File: src/rtl/xs3_pkg.sv
// xs3_pkg: shared constants, FSM state encoding and helpers for the binary-to-Excess-3 encoder
package xs3_pkg;
  localparam logic [3:0] XS3_BIAS = 4'd3;
  localparam logic [3:0] DABBLE_THR = 4'd5;
  typedef enum logic [1:0] {IDLE = 2'd0, SHIFT = 2'd1, DONE = 2'd2} state_e;
  function automatic int unsigned pow10(input int n);
    int unsigned r;
    r = 1;
    for (int i = 0; i < n; i++) r = r * 10;
    return r;
  endfunction
  function automatic logic [63:0] xs3_nines(input int n);
    logic [63:0] r;
    r = '0;
    for (int i = 0; i < n && i < 16; i++) r[4*i+:4] = 4'hC;
    return r;
  endfunction
endpackage

File: src/rtl/bin_to_xs3_seq_if.sv
// bin_to_xs3_seq_if: valid/ready input word and Excess-3 result bundle
interface bin_to_xs3_seq_if #(parameter int IN_W = 7, parameter int DIGITS = 2);
  logic in_valid;
  logic in_ready;
  logic [IN_W-1:0] in_data;
  logic out_valid;
  logic out_ready;
  logic [4*DIGITS-1:0] out_xs3;
  logic out_ovf;
  modport master (output in_valid, in_data, out_ready, input in_ready, out_valid, out_xs3, out_ovf);
  modport slave (input in_valid, in_data, out_ready, output in_ready, out_valid, out_xs3, out_ovf);
endinterface

File: src/rtl/xs3_dabble_cell.sv
// xs3_dabble_cell: one double-dabble correction step on a BCD nibble
module xs3_dabble_cell
  import xs3_pkg::*;
(
  input  logic [3:0] d_i,
  output logic [3:0] q_o
);
  assign q_o = (d_i >= DABBLE_THR) ? d_i + 4'd3 : d_i;
endmodule

File: src/rtl/bin_to_xs3_seq.sv
// bin_to_xs3_seq: iterative shift-and-add-3 binary to packed Excess-3 encoder, one bit per clock
module bin_to_xs3_seq
  import xs3_pkg::*;
#(
  parameter int IN_W = 7,
  parameter int DIGITS = 2
) (
  input logic clk,
  input logic rst_n,
  bin_to_xs3_seq_if.slave bus
);
  localparam int BW = 4 * DIGITS;
  localparam int CW = (IN_W > 1) ? $clog2(IN_W) : 1;
  localparam int unsigned LIMIT = pow10(DIGITS);
  localparam logic [BW-1:0] NINES = BW'(xs3_nines(DIGITS));
  localparam logic [1:0] S_IDLE = IDLE;
  localparam logic [1:0] S_SHIFT = SHIFT;
  localparam logic [1:0] S_DONE = DONE;
  logic [1:0] state_q, state_d;
  logic [IN_W-1:0] sh_q, sh_d;
  logic [BW-1:0] bcd_q, bcd_d, dab, shifted, biased;
  logic [CW-1:0] cnt_q, cnt_d;
  logic ovf_q, ovf_d;
  logic [BW-1:0] out_xs3_q, out_xs3_d;
  logic out_ovf_q, out_ovf_d;
  logic accept, in_shift, last;
  for (genvar g = 0; g < DIGITS; g++) begin : g_dig
    xs3_dabble_cell u_cell (.d_i(bcd_q[4*g+:4]), .q_o(dab[4*g+:4]));
    assign biased[4*g+:4] = shifted[4*g+:4] + XS3_BIAS;
  end
  // The final shift result is biased on its way into the output register, so DONE needs no extra cycle.
  assign shifted = BW'({dab, sh_q[IN_W-1]});
  assign accept = (state_q == S_IDLE) && bus.in_valid;
  assign in_shift = state_q == S_SHIFT;
  assign last = in_shift && (cnt_q == '0);
  always_comb begin
    state_d = (state_q == S_IDLE) ? (bus.in_valid ? S_SHIFT : S_IDLE) :
              in_shift ? (last ? S_DONE : S_SHIFT) :
              (state_q == S_DONE) ? (bus.out_ready ? S_IDLE : S_DONE) : S_IDLE;
    sh_d = accept ? bus.in_data : in_shift ? sh_q << 1 : sh_q;
    bcd_d = accept ? '0 : in_shift ? shifted : bcd_q;
    cnt_d = accept ? CW'(IN_W - 1) : in_shift ? cnt_q - CW'(1) : cnt_q;
    ovf_d = accept ? (32'(bus.in_data) >= LIMIT) : ovf_q;
    out_xs3_d = last ? (ovf_q ? NINES : biased) : out_xs3_q;
    out_ovf_d = last ? ovf_q : out_ovf_q;
  end
  always_ff @(posedge clk or negedge rst_n) begin
    if (!rst_n) begin
      state_q <= S_IDLE;
      sh_q <= '0;
      bcd_q <= '0;
      cnt_q <= '0;
      ovf_q <= 1'b0;
      out_xs3_q <= '0;
      out_ovf_q <= 1'b0;
    end else begin
      state_q <= state_d;
      sh_q <= sh_d;
      bcd_q <= bcd_d;
      cnt_q <= cnt_d;
      ovf_q <= ovf_d;
      out_xs3_q <= out_xs3_d;
      out_ovf_q <= out_ovf_d;
    end
  end
  assign bus.in_ready = state_q == S_IDLE;
  assign bus.out_valid = state_q == S_DONE;
  assign bus.out_xs3 = out_xs3_q;
  assign bus.out_ovf = out_ovf_q;
endmodule
File: src/flat_wrapper.sv
// flat-port wrapper written by rule: the top's interface ports become plain ports
module bin_to_xs3_seq_flat import xs3_pkg::*;
#(
  parameter int IN_W = 7,
  parameter int DIGITS = 2
)
  (clk, rst_n, bus_in_valid, bus_in_data, bus_out_ready, bus_in_ready, bus_out_valid, bus_out_xs3, bus_out_ovf);
  bin_to_xs3_seq_if #(.IN_W(IN_W), .DIGITS(DIGITS)) bus_i ();
  input logic clk;
  input logic rst_n;
  input wire logic [$bits(bus_i.in_valid)-1:0] bus_in_valid;
  input wire logic [$bits(bus_i.in_data)-1:0] bus_in_data;
  input wire logic [$bits(bus_i.out_ready)-1:0] bus_out_ready;
  output wire logic [$bits(bus_i.in_ready)-1:0] bus_in_ready;
  output wire logic [$bits(bus_i.out_valid)-1:0] bus_out_valid;
  output wire logic [$bits(bus_i.out_xs3)-1:0] bus_out_xs3;
  output wire logic [$bits(bus_i.out_ovf)-1:0] bus_out_ovf;
  assign bus_i.in_valid = bus_in_valid;
  assign bus_i.in_data = bus_in_data;
  assign bus_i.out_ready = bus_out_ready;
  assign bus_in_ready = bus_i.in_ready;
  assign bus_out_valid = bus_i.out_valid;
  assign bus_out_xs3 = bus_i.out_xs3;
  assign bus_out_ovf = bus_i.out_ovf;
  bin_to_xs3_seq #(.IN_W(IN_W), .DIGITS(DIGITS)) u_core (.clk(clk), .rst_n(rst_n), .bus(bus_i));
endmodule
File: config.mk
export PLATFORM = sky130hd
export DESIGN_NAME = bin_to_xs3_seq_flat
export DESIGN_NICKNAME = d
export VERILOG_FILES = /design/src/rtl/xs3_pkg.sv /design/src/rtl/bin_to_xs3_seq_if.sv /design/src/rtl/xs3_dabble_cell.sv /design/src/rtl/bin_to_xs3_seq.sv /design/src/flat_wrapper.sv
export SDC_FILE = /design/constraint.sdc
export NUM_CORES = 1
export LEC_CHECK = 0
export ABC_AREA = 1
export CAP_MARGIN = 20
export CORE_UTILIZATION = 24
export DETAILED_ROUTE_END_ITERATION = 10
export PLACE_DENSITY_LB_ADDON = 0.12
export SKIP_LAST_GASP = 1
export SYNTH_ARGS = -nofsm -noshare
export SYNTH_HDL_FRONTEND = slang
export SYNTH_HIERARCHICAL = 1
export SYNTH_SLANG_ARGS = --single-unit
File: constraint.sdc
create_clock -name clk -period 1.8 [get_ports clk]
set_input_delay 0.18 -clock clk [delete_from_list [all_inputs] [get_ports clk]]
set_output_delay 0.18 -clock clk [all_outputs]
set_load 0.01 [all_outputs]
### Word-level counts from Yosys, hierarchy flattened

Cells that the tools add are included.

* flip-flop bits (word level): 30
* latch bits: 0
* memory bits (writable): 0
* ROM bits: 0
* bits of input ports: 11
* output and inout bits: 11
* memories kept: 0

* add/subtract/negate cells: 5
* $mul: 0
* divide/modulo/power cells: 0
* magnitude comparators: 3
* equality and inequality tests: 2
* shifts and indexed selects: 0
* mux-type cells: 15
* bitwise operators: 0
* reductions and logical operators: 5

Operators by type and width (count)
* $mux W8: 3
* $mux W7: 2
* $add A4 B2 Y4 const B: 3
* $mux W2: 5
* $mux W3: 3
* $ge A4 B3 Y1 const B: 2
* $ge A7 B7 Y1 const B: 1
* $mux W4: 1
* $add A3 B2 Y3 const B: 1
* $logic_not A3 Y1: 1
* $sub A3 B1 Y3 const B: 1
* $eq A2 B1 Y1 const B: 1
* $eq A2 B2 Y1 const B: 1
* $logic_and A1 B1 Y1: 2
* $logic_not A2 Y1: 1
* $reduce_bool A2 Y1: 1
* $mux W1: 1

### Logic depth before layout (Yosys ltp)

Gate-level depths: netlist (run 1).

* depth after elaboration: 5
* mapped depth: 14
* mapped depth without buffers: 14

### Hierarchy

Netlist (run 1), hierarchy kept.

Modules (own cells, without submodules)
* bin_to_xs3_seq: instances 1, cells an instance 154, area each 1413.9 sq um, seq. area each 750.7 sq um
* xs3_dabble_cell: instances 2, cells an instance 23, area each 135.1 sq um, seq. area each 0.0 sq um

### Worst setup path before layout (run 1)

Ideal clock, no wire load.

* path type: register -> register
* start: register u_core.bcd_q[0]
* end: register u_core.out_xs3_q[6] (netlist: u_core/bus.out_xs3[6])
* setup time: 0.117 ns
* arrival time: 1.529 ns
* required time: 1.683 ns
* path slack: 0.154 ns
* cell stages (with the launch flop): 11
* path buffers: 0
* clock period less this slack: 1.646 ns
* path through: dfrtp_1 -> inv_1 -> ha_1 -> nor2_4 -> nor2_4 -> a21oi_2 -> inv_1 -> ha_1 -> xnor2_1 -> nor2_1 -> nor2_1

* longest elaborated chain between the ends: 4

Ends and longest elaborated chain
* start, declared: line bin_to_xs3_seq.sv:21 `logic [BW-1:0] bcd_q, bcd_d, dab, shifted, biased;`
* start signal, assigned: line bin_to_xs3_seq.sv:51 `bcd_q <= '0;`
* start signal, assigned: line bin_to_xs3_seq.sv:59 `bcd_q <= bcd_d;`
* $add A4 B2 Y4 / $ge A4 B3 Y1 (equally long branches): line xs3_dabble_cell.sv:8 `assign q_o = (d_i >= DABBLE_THR) ? d_i + 4'd3 : d_i;`
* $mux W4 *: line xs3_dabble_cell.sv:8
* via u_core.dab[3]: line bin_to_xs3_seq.sv:21
* $add A4 B2 Y4 *: line bin_to_xs3_seq.sv:29 `assign biased[4*g+:4] = shifted[4*g+:4] + XS3_BIAS;`
* $mux W8 *: line bin_to_xs3_seq.sv:44 `out_xs3_d = last ? (ovf_q ? NINES : biased) : out_xs3_q;`
* end signal, assigned: line bin_to_xs3_seq.sv:62 `out_xs3_q <= out_xs3_d;`
* end, declared: line bin_to_xs3_seq.sv:24 `logic [BW-1:0] out_xs3_q, out_xs3_d;`

The timed path passes the listed nets; every way through them passes the cells marked *.
A chain may end at the register's enable or synchronous reset.

### Worst setup path after layout (run 1)

Same ends and word-level chain as after synthesis.

==> flow_results.org, run 1 <==
** Timing
- Remaining max-slew budget at the tightest pin :: 0.722
- The number of failing hold endpoints at the final stage is 0.
- After layout, the minimum clock period comes to 1700 ps.
- Max Clk Rate :: 589 MHz
- RSZ-0062 raised after global routing :: true
- In the finished design, the share of the clock period the worst path needs comes to 0.943.
- Total of endpoints with negative setup slack in the final report :: 0
- The max-slew violation count is 0.
- Across all setup checks in the final design, the least slack found is 102 ps.
- Hold slack :: 299 ps
- For the final database, setup skew stands at 4.50 ps.
- For the pin with the worst max-slew slack, the measured transition is 417 ps.

** Drt
- The routed design has 3630 um of wire.
- Detailed-routed wire length on met3 :: 106 um
- Summed over all nets, wire length on met2 after detailed routing comes to 1740 um.
- In the routed design, unresolved DRC markers number 0.
- The detailed router finished its first iteration with 46 violations.
- The count of nets left with antenna violations once routing finished came out at 0.
- Total number of vias :: 1295
- After detailed routing, the average wire length per cell comes to 11.7 um.
- Dividing the detail-routed via count by the number of cells gives 4.16.
- DR top layer :: met4
- The pre-antenna-repair detailed-routing pass consisted of 4 iterations.
- The detailed router put a total of 1740 um of wire on met1.

** Cells and area
- The sequential cells in the finished layout cover a total of 752 um2.
- Leaving out fill and tap cells, the most frequent cell in the layout is sky130_fd_sc_hd__nand2_1.
- Area Growth Syn to Fin :: 29.5%
- Layout cell share with drive strength beyond 1 :: 0.278
- After filler insertion, the fill cell instance count of the layout stands at 705.
- Area taken by multi-input logic gates :: 785 um2
- Layout Nets :: 252
- For this run, the share of the core covered by cells in the final layout is 0.331.
- 0 antenna diodes ended up in the layout.
- The library cells used most frequently in the layout, excluding fill and tap cells, are 52 x sky130_fd_sc_hd__nand2_1, 29 x sky130_fd_sc_hd__dfrtp_1, 21 x sky130_fd_sc_hd__clkdlybuf4s50_1, 19 x sky130_fd_sc_hd__nor2_1, 16 x sky130_fd_sc_hd__inv_1.
- Count of placed standard cells in the final layout, fillers left out :: 311

** Worst setup path
- STA puts the critical path data required time at 1970 ps.
- The worst register-to-register path begins at u_core/bcd_q[0]$_DFFE_PN0P_.
- The setup check on the worst reg-to-reg path leaves a slack of 100 ps.
- Critical path origin :: u_core/bcd_q[0]$_DFFE_PN0P_
- Critical Path End Type :: flop
- Counting cells, the worst reg-to-reg path comes to 10.
- At the worst endpoint, the arrival time is 1870 ps.
- The setup path with the least slack is of type reg2reg.
- In this run the worst setup path terminates at u_core/bus.out_xs3[6]$_DFFE_PN0P_.
- Worst reg2reg endpoint :: u_core/bus.out_xs3[6]$_DFFE_PN0P_
- STA classifies the critical path startpoint as a flop.
- Along the worst path, the maximum fanout reaches 4.

** Power
- For this design the static power due to leakage is 1.04 nW.
- Of the total power, the share spent switching nets is 0.421.
- The share of total power dissipated in combinational logic is 0.553.
- Relative contribution of the clock network to total power :: 0.156
- Of the total power, registers draw 0.291.
- Int Power :: 2.38 mW
- Power density over the cells :: 1920 mW/mm2
- Across the VDD grid, the largest voltage drop is 0.631 mV.
- Total power after layout :: 4.12 mW
- For this design the total switching power over the nets is 1.74 mW.

** GRT
- Number of antenna violations at the first check in global routing :: 0
- Across every metal layer, demand over resource in global routing totals 0.117.
- After global routing the overflow that remains totals 0.
- The number of global-route vias before repair came to 1381.
- The first global-routing pass estimated 6490 um of wire.
- Entering global routing, the biggest net connects 31 pins.

** Clocking
- Counting along the longest clock path gives a buffer depth of 2.
- H-tree levels :: 2
- TritonCTS clock tree :: done
- Counting the buffers created by CTS gives 5.
- After clock tree synthesis, the clock-pin slew on the worst setup and hold paths is 70 ps.
- Counting every sink on the clock net gives 30.
- Clock Tree Root :: sky130_fd_sc_hd__clkbuf_8
- Clk_lat worst skew :: 280 ps

** Die
- Top-level I/O count :: 22
- The die is 85.1 um wide.
- Area of the placeable core :: 0.00649 mm2
- From bottom edge to top edge, the die measures 85.1 um.
- The initial utilization of the core area, before any placement, comes to 0.255.
- Total number of placement rows :: 29
- The floorplan step defined a die boundary enclosing 0.00724 mm2.

** Synthesis
- After synthesis the cells add up to 0.00166 mm2.
- Synthesized area per cell :: 8.50 um2
- Counting every instance in the synthesized netlist gives 195.
- Net count after synthesis :: 214
- During synthesis, Yosys emitted a total of 6 warnings.

** Job
- Max-cap violations in this run came to 0.

** Placement
- Placed wire-length estimate :: 2590 um
- Routability-driven placement finished with a final weighted congestion of 0.728.
- Prior to clock tree synthesis, the placed netlist has a worst setup slack of 9.72 ps.
- Number of instances in the placed design :: 296
- During placement, the flow inserted port buffers numbering 21.

** Hold path
- Type of the worst min-delay path :: in2async

** Status
- Result of the run :: completed
worst min path at each step:
stage,startpoint,endpoint,cells past startpoint
5_1_grt,rst_n,u_core/sh_q[4]$_DFFE_PN0P_,2
2_1_floorplan,rst_n,u_core/bcd_q[0]$_DFFE_PN0P_,0
3_5_place_dp,u_core/sh_q[0]$_DFFE_PN0P_,u_core/sh_q[0]$_DFFE_PN0P_,2
4_1_cts,rst_n,u_core/bcd_q[3]$_DFFE_PN0P_,2
6_report,rst_n,u_core/sh_q[3]$_DFFE_PN0P_,2
3_3_place_gp,u_core/sh_q[0]$_DFFE_PN0P_,u_core/sh_q[0]$_DFFE_PN0P_,2
cell type report:
class,count,area share
clock buffer,8,0.0513
inverter,25,0.0449
multi-input combinational,137,0.365
sequential,30,0.350
tap,77,0.0449
timing repair buffer,34,0.143
stage by stage:
step	cell area, um2	setup TNS [ps]
global placement	1970	0
floorplan	1660	0
detailed placement	1970	0
CTS	2090	0
finish	2150	0
global route	2150	-40.9
critical path: stages (launching register included):
cell                      delay [ps]
sky130_fd_sc_hd__dfrtp_2         410
sky130_fd_sc_hd__inv_2            60
sky130_fd_sc_hd__ha_2            200
sky130_fd_sc_hd__nor2_4          150
sky130_fd_sc_hd__nor2_4           60
sky130_fd_sc_hd__a21oi_2         140
sky130_fd_sc_hd__inv_1           100
sky130_fd_sc_hd__ha_1            210
sky130_fd_sc_hd__xnor2_1         130
sky130_fd_sc_hd__nor2_1          100
sky130_fd_sc_hd__nor2_1           50
flip-flops by register name (all words and copies together) (netlist names):
signal	cells
u_core/bcd_q	8
u_core/bus.out_xs3	8
u_core/sh_q	7
u_core/cnt_q	3
u_core/state_q	2
u_core/bus.out_ovf	1
u_core/ovf_q	1
power groups by stage:
stage	logic [mW]	registers, mW	clock network (mW)
after floorplan	1.55	1.22	0
after global placement	2.19	1.21	0
after detailed placement	2.16	1.21	0
after CTS	2.19	1.20	0.667
after global routing	2.63	1.25	0.702
final	2.28	1.20	0.643
metal layers:
metal	vias up	GRT usage
li1	677	-
met1	597	0.148
met2	17	0.193
met3	4	0.0292
met4	0	0.0416
met5	-	0
repair_timing:
item	4_1_cts	5_1_grt
setup buffers	1	6
resized for setup	0	10
setup endpoints to repair	1	5
pin swaps	0	3
hold buffers	0	0
(Power assumes the default switching activity.)
==> run 2: changes to the inputs <==
- SLEW_MARGIN: not set -> 10
==> results of run 2 <==
Final layout, timing and power as in run 1 (identical DEF).
